### src/rtl/upsample2d_pkg.sv
// Shared sizing and state encoding for the 2x nearest-neighbour upsampler.
package upsample2d_pkg;

    localparam int DATA_WIDTH    = 16;
    localparam int LINE_BUF_SIZE = 52;
    localparam int DIM_W         = 9;

    typedef enum logic [1:0] {
        IDLE,
        FILL,
        REPEAT,
        DONE
    } state_t;

endpackage

### src/rtl/upsample2d_line_buf.sv
// One input line of pixels; synchronous write, combinational read.
module upsample2d_line_buf #(
    parameter int DATA_WIDTH = 16,
    parameter int DEPTH      = 52,
    parameter int AW         = $clog2(DEPTH)
) (
    input  logic                  i_clk,
    input  logic                  wr_en,
    input  logic [AW-1:0]         wr_addr,
    input  logic [DATA_WIDTH-1:0] wr_data,
    input  logic [AW-1:0]         rd_addr,
    output logic [DATA_WIDTH-1:0] rd_data
);

    logic [DATA_WIDTH-1:0] mem [DEPTH];

    always_ff @(posedge i_clk) begin
        if (wr_en) begin
            mem[wr_addr] <= wr_data;
        end
    end

    assign rd_data = mem[rd_addr];

endmodule

### src/rtl/upsample2d.sv
// 2x nearest-neighbour upsampler: each input row is emitted pixel-doubled,
// then replayed from the line buffer to form the second output row.
module upsample2d #(
    parameter int DATA_WIDTH    = upsample2d_pkg::DATA_WIDTH,
    parameter int LINE_BUF_SIZE = upsample2d_pkg::LINE_BUF_SIZE
) (
    input  logic                                i_clk,
    input  logic                                i_rst,
    input  logic                                i_start,
    input  logic [upsample2d_pkg::DIM_W-1:0]    i_width,
    input  logic [upsample2d_pkg::DIM_W-1:0]    i_height,
    input  logic [DATA_WIDTH-1:0]               i_data,
    input  logic                                i_valid,
    output logic                                o_ready,
    output logic [DATA_WIDTH-1:0]               o_data,
    output logic                                o_valid,
    input  logic                                i_ready,
    output logic                                o_done
);
    import upsample2d_pkg::*;

    localparam int AW = $clog2(LINE_BUF_SIZE);

    state_t               state;
    logic [DIM_W-1:0]     w_q;
    logic [DIM_W-1:0]     h_q;
    logic [DIM_W-1:0]     x;
    logic [DIM_W-1:0]     y;
    logic                 phase;
    logic                 in_xfer;
    logic                 out_xfer;
    logic                 last_x;
    logic                 bad_dims;
    logic [AW-1:0]        wr_addr;
    logic [AW-1:0]        rd_addr;
    logic [DATA_WIDTH-1:0] rd_data;

    // A new pixel may enter once the previous one has finished its second beat.
    assign o_ready  = (state == FILL) && (x < w_q) &&
                      (!o_valid || (phase && i_ready));
    assign in_xfer  = i_valid && o_ready;
    assign out_xfer = o_valid && i_ready;
    assign last_x   = (x == w_q - 1'b1);
    assign bad_dims = (i_width == '0) || (i_height == '0) ||
                      (i_width > DIM_W'(LINE_BUF_SIZE));
    assign wr_addr  = x[AW-1:0];
    // Prefetch the next replay entry; entry 0 is read while leaving FILL.
    assign rd_addr  = (state == REPEAT && !last_x) ? AW'(x + 1'b1) : '0;

    upsample2d_line_buf #(
        .DATA_WIDTH (DATA_WIDTH),
        .DEPTH      (LINE_BUF_SIZE),
        .AW         (AW)
    ) u_line_buf (
        .i_clk   (i_clk),
        .wr_en   (in_xfer),
        .wr_addr (wr_addr),
        .wr_data (i_data),
        .rd_addr (rd_addr),
        .rd_data (rd_data)
    );

    always_ff @(posedge i_clk) begin
        if (i_rst) begin
            state   <= IDLE;
            w_q     <= '0;
            h_q     <= '0;
            x       <= '0;
            y       <= '0;
            phase   <= 1'b0;
            o_valid <= 1'b0;
            o_data  <= '0;
            o_done  <= 1'b0;
        end else begin
            o_done <= 1'b0;
            unique case (state)
                IDLE: begin
                    if (i_start) begin
                        w_q   <= i_width;
                        h_q   <= i_height;
                        x     <= '0;
                        y     <= '0;
                        phase <= 1'b0;
                        if (bad_dims) begin
                            state  <= DONE;
                            o_done <= 1'b1;
                        end else begin
                            state <= FILL;
                        end
                    end
                end
                FILL: begin
                    if (in_xfer) begin
                        o_data  <= i_data;
                        o_valid <= 1'b1;
                        phase   <= 1'b0;
                        x       <= x + 1'b1;
                    end else if (out_xfer) begin
                        if (!phase) begin
                            phase <= 1'b1;
                        end else if (x == w_q) begin
                            state  <= REPEAT;
                            x      <= '0;
                            phase  <= 1'b0;
                            o_data <= rd_data;
                        end else begin
                            o_valid <= 1'b0;
                            phase   <= 1'b0;
                        end
                    end
                end
                REPEAT: begin
                    if (out_xfer) begin
                        if (!phase) begin
                            phase <= 1'b1;
                        end else begin
                            phase <= 1'b0;
                            if (!last_x) begin
                                x      <= x + 1'b1;
                                o_data <= rd_data;
                            end else begin
                                o_valid <= 1'b0;
                                x       <= '0;
                                if (y == h_q - 1'b1) begin
                                    state  <= DONE;
                                    o_done <= 1'b1;
                                end else begin
                                    y     <= y + 1'b1;
                                    state <= FILL;
                                end
                            end
                        end
                    end
                end
                DONE: begin
                    state <= IDLE;
                end
                default: begin
                    state <= IDLE;
                end
            endcase
        end
    end

endmodule

### config.mk
export PLATFORM = sky130hd
export DESIGN_NAME = upsample2d
export DESIGN_NICKNAME = d
export VERILOG_FILES = /design/src/rtl/upsample2d_pkg.sv /design/src/rtl/upsample2d_line_buf.sv /design/src/rtl/upsample2d.sv
export SDC_FILE = /design/constraint.sdc
export NUM_CORES = 1
export LEC_CHECK = 0
export ABC_AREA = 1
export CAP_MARGIN = 20
export CORE_MARGIN = 1.5
export CORE_UTILIZATION = 55
export CTS_BUF_LIST = sky130_fd_sc_hd__clkbuf_8
export CTS_CLUSTER_SIZE = 30
export DETAILED_ROUTE_END_ITERATION = 8
export PLACE_DENSITY = 0.71
export SLEW_MARGIN = 20
export SYNTH_ARGS = -nofsm -noshare
export SYNTH_HDL_FRONTEND = slang
export SYNTH_SLANG_ARGS = --single-unit
### constraint.sdc
create_clock -name i_clk -period 4.5 [get_ports i_clk]
set_input_delay 0.9 -clock i_clk [delete_from_list [all_inputs] [get_ports i_clk]]
set_output_delay 0.9 -clock i_clk [all_outputs]
set_load 0.1 [all_outputs]
Word-level counts from Yosys, hierarchy flattened
Memories as Yosys holds them, arrays and structs flattened.
Cells that the tools add are included.
{"block": "word_totals", "ff_bits": 57, "mem_bits_rw": 832, "output_inout_bits": 19, "word_cells": 116, "n_memories": 1}
{"memory": "u_line_buf.mem", "depth": 52, "word_bits": 16, "rd": 1, "rd_ports_with_merged_regs": 0, "write_ports": 1, "line": "upsample2d_line_buf.sv:15", "source": "logic [DATA_WIDTH-1:0] mem [DEPTH];"}
{"block": "op_classes", "add_sub_neg": 4, "magnitude_cmp": 2, "eq_ne": 20, "n_mux": 56, "reduce_logical": 24}
{"operator": "16-bit 2-to-1 mux", "count": 7}
{"operator": "9-bit 2-to-1 mux", "count": 12}
{"operator": "16-bit case mux with 2 select lines", "count": 1}
{"operator": "9-bit equality test", "count": 3}
{"operator": "9-bit case mux with 3 select lines", "count": 1}
{"operator": "7-bit AND reduction", "count": 3}
{"operator": "2-bit 2-to-1 mux", "count": 10}
{"operator": "1-bit 2-to-1 mux", "count": 19}
{"operator": "9-bit by 1-bit adder with 9-bit output, second input constant", "count": 2}
{"operator": "9-bit logical NOT", "count": 2}
{"operator": "2-bit != test, second input constant", "count": 9}
{"operator": "9-bit case mux with 2 select lines", "count": 1}
{"operator": "9-bit by 1-bit subtractor with 9-bit output, second input constant", "count": 2}
{"operator": "9-bit by 6-bit > comparator with 1-bit output, second input constant", "count": 1}
{"operator": "9-bit < comparator", "count": 1}
{"operator": "3-bit != test, second input constant", "count": 3}
{"operator": "2-bit case mux with 4 select lines", "count": 1}
{"operator": "8-bit AND reduction", "count": 1}
{"operator": "1-bit logical AND", "count": 6}
{"operator": "6-bit 2-to-1 mux", "count": 1}
{"operator": "6-bit AND reduction", "count": 1}
{"operator": "2-bit equality test, second input constant", "count": 2}
{"operator": "1-bit case mux with 2 select lines", "count": 2}
{"operator": "2-bit AND reduction", "count": 2}
{"operator": "other kinds (9)", "count": 13}

Depth between registers and ports, before layout
Gate-level depths: netlist (run 1).
An unclocked memory read counts as a cell.
{"block": "depth", "word_depth": 11, "ltp_mapped": 26, "ltp_nobuf": 22}

Cells and area by module
From an unflattened synthesis (run 1), not the netlist that was laid out.
{"block": "hier_totals", "cells_unflattened": 3482, "area_unflattened_um2": 37835.0}
{"module": "upsample2d_line_buf", "instances": 1, "cells_each": 2836, "area_per_inst_um2": 33860.0, "seq_area_each_um2": 24984.0}
{"module": "upsample2d", "instances": 1, "cells_each": 646, "area_per_inst_um2": 3975.1, "seq_area_each_um2": 1141.1}

Worst setup path after synthesis (run 1)
No wires, ideal clock.
{"block": "synth_path", "path_type": "reg-to-reg", "start": "reg x[0]", "end": "mem u_line_buf.mem[0][0], enable pin", "setup_ns": 0.388, "t_arrival_ns": 5.901, "setup_slack_ns": -1.790, "path_stages_with_launch": 16, "path_buffers": 4, "period_less_slack_ns": 6.290, "cell_sequence": "dfxtp_1 > inv_2 > clkbuf_1 > clkbuf_1 > clkbuf_1 > ha_1 > o21a_1 > o21ai_0 > nand2_1 > a21oi_1 > a211oi_1 > nand2_1 > clkbuf_1 > nor2_1 > nand3_1 > nor2_1"}
{"block": "synth_via", "elab_chain_cells": 6}
{"item": "start: declaration", "line": "upsample2d.sv:27", "source": "logic [DIM_W-1:0] x;"}
{"item": "start signal: assignment", "line": "upsample2d.sv:97", "source": "x <= x + 1'b1;"}
{"item": "start signal: assignment", "line": "upsample2d.sv:119", "source": "x <= x + 1'b1;"}
{"item": "9-bit < comparator", "line": "upsample2d.sv:39", "source": "assign o_ready = (state == FILL) && (x < w_q) &&"}
{"item": "1-bit logical AND (2 in a row)", "line": "upsample2d.sv:39"}
{"item": "net o_ready", "line": "upsample2d.sv:14", "source": "output logic o_ready,"}
{"item": "1-bit logical AND", "line": "upsample2d.sv:41", "source": "assign in_xfer = i_valid && o_ready;"}
{"item": "1-bit 2-to-1 mux", "line": "upsample2d_line_buf.sv:18", "source": "if (wr_en) begin"}
{"item": "1-bit 2-to-1 mux (implied by the code)", "line": "upsample2d_line_buf.sv:19", "source": "mem[wr_addr] <= wr_data;"}
{"item": "end: declaration", "line": "upsample2d_line_buf.sv:15"}
The timed path passes the listed nets, and every way through them passes these cells.

Final worst setup path (run 1)
{"block": "layout_path", "start": "reg x[0]", "end": "reg o_data[12]"}
{"block": "layout_via", "elab_chain_cells": 10, "word_cells_on_any_way": 24}
{"item": "parallel branches: the longest is 10 deep, another holds memory 52 x 16 bit"}
{"item": "end signal: assignment", "line": "upsample2d.sv:94", "source": "o_data <= i_data;"}
{"item": "end signal: assignment", "line": "upsample2d.sv:105", "source": "o_data <= rd_data;"}
{"item": "end signal: assignment", "line": "upsample2d.sv:120", "source": "o_data <= rd_data;"}
{"item": "end: declaration", "line": "upsample2d.sv:15", "source": "output logic [DATA_WIDTH-1:0] o_data,"}
Several ways; the timed one is not identified. The select of a mux whose other input is x is not followed.
A chain may end at the register's enable or synchronous reset.

==> impl_metrics.yaml, run 1 <==
synth:
  async_reset_ff_share_pct: 0
  yosys-top-cells-area: "edfxtp_1 63%, nand3_1 7.8%, inv_1 5.1%"
  synthAdderAreaFrac_pct: 0.5072
  synth_most_common_cell: "edfxtp_1"
  syn_nets: 3851
  syn_inst: 3796
  synth_cell_types: 34
  ys_seq_area_share_pct: 66.18
  synth_xor_area_share_pct: 0.3994
  ys.warnings.count: 0
  synth_top_area_cell: "edfxtp_1"
  yosys_most_used_dff: "edfxtp_1"
  ys_ff_latch: 889
  synth_top_family_by_area: "simple AND/OR/NAND/NOR gates"
  synth_top_area_share_pct: 63.29
  synthMuxAreaShare_pct: 0
  netlist_area_sq_mm: 0.03947
  postSynthAreaPerCell_sq_um: 10.40
  synth_common_cells: "832 x edfxtp_1, 613 x nand3_1, 539 x inv_1"
  synth-edff-count: 832
  synth-simple-area-share_pct: 21.22
  synth_compound_area_share_pct: 3.810
setup_path:
  regToRegSetupSlack_ns: 0.59
  required_ns: 5.22
  arrival_ns: 4.64
  path_max_fanout: 160
  r2r_start: "x[0]$_SDFFE_PP0P_"
  critical-path-top-delay-family: "simple AND/OR/NAND/NOR gates"
  r2r_cells: 22
  crit_chain: "inv_8, ha_1, inv_1, nand2_1, nor2_1, nand2_1, inv_1, nand3_1, nor2_2, nand2_8, nand3_4, buf_12, nand2_1, inv_1, o21ai_0, nand3_1, nand3_1, nand3_1, nand3_1, nand2_1, nand2_1, a21oi_1"
  crit_path_end_kind: "flop"
  start_kind: "flop"
  timing.rr.end: "o_data[12]$_SDFFE_PP0P_"
  critPathKind: "reg2reg"
  worst_path_largest_cell_delay_ns: 0.53
  crit_slowest_cell: "dfxtp_1"
  timing.critical_path.buf_inv: 5
grt:
  overflow: 0
  grt_pass1_vias: 27130
  grt_start_max_net_pins: 199
  grt_pass1_wl_microns: 165200
  antenna_found_initial: 3
  grtUsageTotal_pct: 29.92
timing:
  clock_skew_ns: 0.03345
  worstMarginPinSlew_ns: 1.034
  hold_violations: 0
  fin_hold_ws_ns: 0.4891
  timing.fmax_mhz: 255.5
  finalCriticalPeriod_ns: 3.914
  relSlewSlack_pct: 31.10
  rsz0062_at_grt: "false"
  setup_viol: 0
  fin_setup_tns_ns: 0
  maxSlewViolCount: 0
  fin_crit_sh_pct: 86.97
hold_path:
  holdCritStartpoint: "h_q[1]$_SDFFE_PP0P_"
  hold_class: "reg2reg"
  min_delay_path_depth: 2
  min_to: "h_q[1]$_SDFFE_PP0P_"
cells_and_area:
  nets: 3941
  multiInputGateArea_sq_mm: 0.01030
  nFillCells: 5640
  fin_cells: 4946
  area_growth_pct: 11.11
  ff_latch_area_sq_mm: 0.02613
  final_area_sq_mm: 0.04386
  fin_util_pct: 61.56
  drive_gt1_share_pct: 10.74
placement:
  dp.cells: 4691
  dpl-instance-area_sq_mm: 0.04131
  dp.final_hpwl_microns: 63630
  port_buffers: 57
  routabilityCongestion: 0.8671
drt:
  drtIter0Drc: 3722
  drc: 0
  wl_per_cell_microns: 22.27
  via_per_inst: 5.811
  vias: 28740
  ant_nets: 0
  wirelength_microns: 110200
  drt_first_pass_iters: 5
clocking:
  cts_max_level: 4
  clk_latency_ns: 0.81
  cts.repair.resized: 0
  post_cts_buffers: 0
  root_buffer: "clkbuf_8"
  cts_sinks: 889
  cts_made_buffers: 143
  hold_buffers: 0
  clk_path_buf_depth: 3
  cts_tree: "done"
  path_clk_slew_ns: 0.06
floorplanning:
  io_pins: 58
  die_h_microns: 270.9
  die-area_sq_mm: 0.07338
  rows: 98
  core_sq_mm: 0.07124
  initial_core_util_pct: 55.41
  die_w_microns: 270.9
power:
  combPwrFrac_pct: 22.4
  seqPwrFrac_pct: 46.5
  power_switching_mw: 6.747
  intPower_mw: 13.60
  clockPowerShare_pct: 31.1
  swShare_pct: 33.15
  leakagePower_nw: 17.71
  p_per_area_mw_per_mm2: 464.0
  ir_worst_vdd_mv: 0.5469
run_status:
  status: "finished, final reports clean"
flow_run:
  drv_cap: 0
[layout by cell type, fill, tap and decap left out, drive strengths merged, types with 32 or more instances in the layout]
cell / n
a21oi: 60
buf: 142
clkbuf: 150
clkdlybuf4s50: 40
clkinv: 35
dfxtp: 57
edfxtp: 832
inv: 611
nand2: 449
nand3: 616
nand4: 199
nor2: 422
nor3: 32
o21ai: 177
or2: 82
[per-layer routing]
layer	wire length (microns)	track usage, %	share of wire (%)	vias to the layer above
li1	-	-	-	13180
met3	11900	6.364	11	263
met5	25	0	0.023	-
met1	43480	41.32	39	13650
met4	4577	13.69	4.2	4
met2	50180	45.62	46	1649
[power groups by stage]
stage	Combinational (mW)	Clock (mW)	Sequential, mW
2_1_floorplan	2.66	0	9.96
3_3_place_gp	4.45	0	9.62
3_5_place_dp	4.48	0	9.61
4_1_cts	4.50	6.38	9.45
5_1_grt	4.93	6.72	9.46
6_report	4.56	6.33	9.46
[flip-flops by register name (all words and copies together), names as in the netlist]
register	flops
h_q	9
o_data	16
o_done	1
o_valid	1
phase	1
state	2
u_line_buf.mem	832
w_q	9
x	9
y	9
[stage by stage]
step | total power, mW | setup WS, ns
floorplan | 12.62 | -0.1896
global placement | 14.07 | 0.7560
detailed placement | 14.10 | 0.7321
CTS | 20.33 | 0.6974
global route | 21.12 | 0.3243
finish | 20.35 | 0.5863
[worst min-delay path, delay by kind of cell, from the launching register on]
family | cells | cell delay, ns
compound gates | 1 | 0.06
buf+inv | 1 | 0.07
flops | 1 | 0.31
[final cells by class]
cell class,count,share of cell area (%)
inverter,549,4.719
tap,950,2.710
multi-input combinational,2121,23.49
sequential,889,59.57
timing repair buffer,182,3.709
antenna,3,0.01712
clock buffer,150,4.707
clock inverter,102,1.081
[kinds of logic (layout without fill, tap and decap cells)]
logic type | Yosys count | count (layout)
DFF | 889 | 889
other | 0 | 3
xor gates and xnor gates | 18 | 18
AOI/OAI and AO/OA | 282 | 282
adders and majority gates | 16 | 16
and+or+nand+nor | 1805 | 1805
buffers and inverters | 786 | 983
[worst max path at each step]
| stage | to | cells past startpoint | startpoint |
|---|---|---|---|
| finish | o_data[12]$_SDFFE_PP0P_ | 22 | x[0]$_SDFFE_PP0P_ |
| global route | o_data[12]$_SDFFE_PP0P_ | 22 | x[0]$_SDFFE_PP0P_ |
| global placement | o_data[12]$_SDFFE_PP0P_ | 22 | x[0]$_SDFFE_PP0P_ |
| CTS | o_data[12]$_SDFFE_PP0P_ | 22 | x[0]$_SDFFE_PP0P_ |
| detailed placement | o_data[12]$_SDFFE_PP0P_ | 22 | x[0]$_SDFFE_PP0P_ |
| floorplan | u_line_buf.mem[0][0]$_DFFE_PP_ | 15 | x[0]$_SDFFE_PP0P_ |
Power figures use the tool's default switching activity.
==> inputs of run 2 (changes only) <==
--- a/config.mk
+++ b/config.mk
@@ -14,4 +14,5 @@
 export DETAILED_ROUTE_END_ITERATION = 8
 export PLACE_DENSITY = 0.71
+export SKIP_LAST_GASP = 1
 export SLEW_MARGIN = 20
 export SYNTH_ARGS = -nofsm -noshare
==> constraint.sdc (replaced) <==
create_clock -name i_clk -period 4.5 [get_ports i_clk]
set_input_delay 0.9 -clock i_clk [delete_from_list [all_inputs] [get_ports i_clk]]
set_output_delay 0.9 -clock i_clk [all_outputs]
set_load 0.02 [all_outputs]
==> run 2 against run 1 <==
Effect of this change:
- final cell count down 0.22%
- first-iteration DRC count down 8.0%
- hold slack worse by 0.0033 ns
- worst setup slack worse by 0.060 ns
- critical path type is now reg2out
- final area down 0.15%
- wire length down 3.5%
- register-to-register slack better by 0.03 ns
- critical path depth down 14
- via count down 1.6%
- clock skew down 0.0072 ns
- core utilization down 0.090 points
==> impl_metrics.yaml, run 2 (synthesized netlist as in run 1, its figures left out) <==
power:
  intPower_mw: 13.54
  combPwrFrac_pct: 20.6
  clockPowerShare_pct: 31.6
  leakagePower_nw: 17.64
  ir_worst_vdd_mv: 0.3661
  p_per_area_mw_per_mm2: 451.2
  finalPower_mw: 19.76
  seqPwrFrac_pct: 47.8
  power_switching_mw: 6.217
  swShare_pct: 31.46
setup_path:
  timing.rr.end: "o_data[13]$_SDFFE_PP0P_"
  path_max_fanout: 9
  worst_path_largest_cell_delay_ns: 0.70
  regToRegSetupSlack_ns: 0.62
  crit_chain: "ha_1, a21oi_1, o21a_1, o21ai_0, nand2_1, a21oi_1, a211oi_1, clkdlybuf4s50_1"
  start_kind: "flop"
  crit_top_cell: "a21oi_1"
  crit_path_end_kind: "output port"
  required_ns: 3.60
  r2r_cells: 22
  r2r_start: "x[0]$_SDFFE_PP0P_"
  critPathKind: "reg2out"
  crit_slowest_cell: "clkdlybuf4s50_1"
  arrival_ns: 3.07
placement:
  pre_cts_ws_ns: 0.7994
  port_buffers: 57
  routabilityCongestion: 0.8743
  dp.final_hpwl_microns: 61020
floorplanning:
  die-area_sq_mm: 0.07338
  die_h_microns: 270.9
  rows: 98
  core_sq_mm: 0.07124
  initial_core_util_pct: 55.41
  io_pins: 58
  die_w_microns: 270.9
clocking:
  clk_latency_ns: 0.80
  cts_tree: "done"
  post_cts_buffers: 0
  hold_buffers: 0
  clk_path_buf_depth: 3
  cts_max_level: 4
  root_buffer: "clkbuf_8"
  cts_sinks: 889
  cts.repair.resized: 0
  cts_made_buffers: 143
  path_clk_slew_ns: 0.06
hold_path:
  hold_class: "reg2reg"
  min_delay_path_depth: 2
  holdCritStartpoint: "h_q[1]$_SDFFE_PP0P_"
  min_to: "h_q[1]$_SDFFE_PP0P_"
drt:
  drt_first_pass_iters: 6
  drc: 0
  via_per_inst: 5.728
  vias: 28270
  drtIter0Drc: 3424
  wirelength_microns: 106300
  wl_per_cell_microns: 21.54
  ant_nets: 0
cells_and_area:
  nFillCells: 5706
  drive_gt1_share_pct: 10.37
  final_cell_mix: "832 x edfxtp_1, 613 x nand3_1, 597 x inv_1, 447 x nand2_1, 414 x nor2_1"
  top_regs: "u_line_buf.mem: 832 flops, o_data: 16 flops"
  nets: 3936
  largest_reg_flops: 832
  top_register: "u_line_buf.mem"
  area_growth_pct: 10.95
  layout_commonest_cell: "edfxtp_1"
timing:
  worst_slack_ns: 0.5263
  finalCriticalPeriod_ns: 3.974
  rsz0062_at_grt: "false"
  clock_skew_ns: 0.02625
  maxSlewViolCount: 0
  timing.fmax_mhz: 251.7
  setup_viol: 0
  hold_violations: 0
  fin_crit_sh_pct: 88.30
  fin_setup_tns_ns: 0
  relSlewSlack_pct: 27.29
  worstMarginPinSlew_ns: 1.091
grt:
  grt_pass1_vias: 26500
  grt_start_max_net_pins: 168
  grt_pass1_wl_microns: 159300
  overflow: 0
  antenna_found_initial: 4
  grtUsageTotal_pct: 28.82
flow_run:
  drv_cap: 0
run_status:
  status: "finished, final reports clean"
[run 2: through the flow]
step           cell area [sq um]  std cells  utilization, %  hold slack (ns)
6_report                   43790       4935           61.47           0.4858
5_1_grt                    43790       4933           61.47           0.5106
4_1_cts                    43790       4932           61.46           0.4847
3_5_place_dp               41280       4686           57.95           0.4735
3_3_place_gp               41280       4686           57.95           0.4699
2_1_floorplan              39470       3796               -           0.4474
[run 2: power groups by stage]
stage / registers, mW / logic (mW) / clock network [mW]
after CTS: 9.43 / 4.02 / 6.32
after detailed placement: 9.60 / 4.01 / 0
final: 9.44 / 4.06 / 6.25
after global placement: 9.60 / 3.96 / 0
after floorplan: 9.57 / 2.62 / 0
after global routing: 9.44 / 4.43 / 6.67
[run 2: worst max-delay path: cells and delay by family (launching register included)]
kind            cells  cell delay (ns)
compound gates      5             0.66
fa+ha+maj           1             0.32
buf+inv             1             0.70
flops               1             0.53
simple gates        1             0.07
[run 2: worst max-delay path by stage]
stage | from | end | slack [ns] | cells after the start
5_1_grt | x[2]$_SDFFE_PP0P_ | o_ready | 0.40 | 8
3_3_place_gp | i_ready | u_line_buf.mem[16][15]$_DFFE_PP_ | 0.75 | 8
2_1_floorplan | x[0]$_SDFFE_PP0P_ | u_line_buf.mem[0][0]$_DFFE_PP_ | 0.15 | 15
4_1_cts | x[2]$_SDFFE_PP0P_ | o_ready | 0.49 | 8
6_report | x[2]$_SDFFE_PP0P_ | o_ready | 0.53 | 8
3_5_place_dp | x[0]$_SDFFE_PP0P_ | o_data[13]$_SDFFE_PP0P_ | 0.80 | 21
[run 2: layer usage]
metal	share of wire, %	track usage [%]	wire, microns	vias to the layer above
met4	3.4	11.29	3602	6
met5	0.029	0	31	-
li1	-	-	-	13150
met3	10	6.381	10770	212
met2	46	44.51	48660	1433
met1	41	39.90	43260	13460
[run 2: layout make-up]
class | count | area (sq um) | area share (%)
Clock inverter | 95 | 426.7 | 0.9743
Inverter | 549 | 2069 | 4.726
Sequential cell | 889 | 26130 | 59.66
Tap cell | 950 | 1189 | 2.714
Timing Repair Buffer | 177 | 1629 | 3.720
Clock buffer | 151 | 2078 | 4.746
Multi-Input combinational cell | 2121 | 10270 | 23.45
Antenna cell | 3 | 7.507 | 0.01714
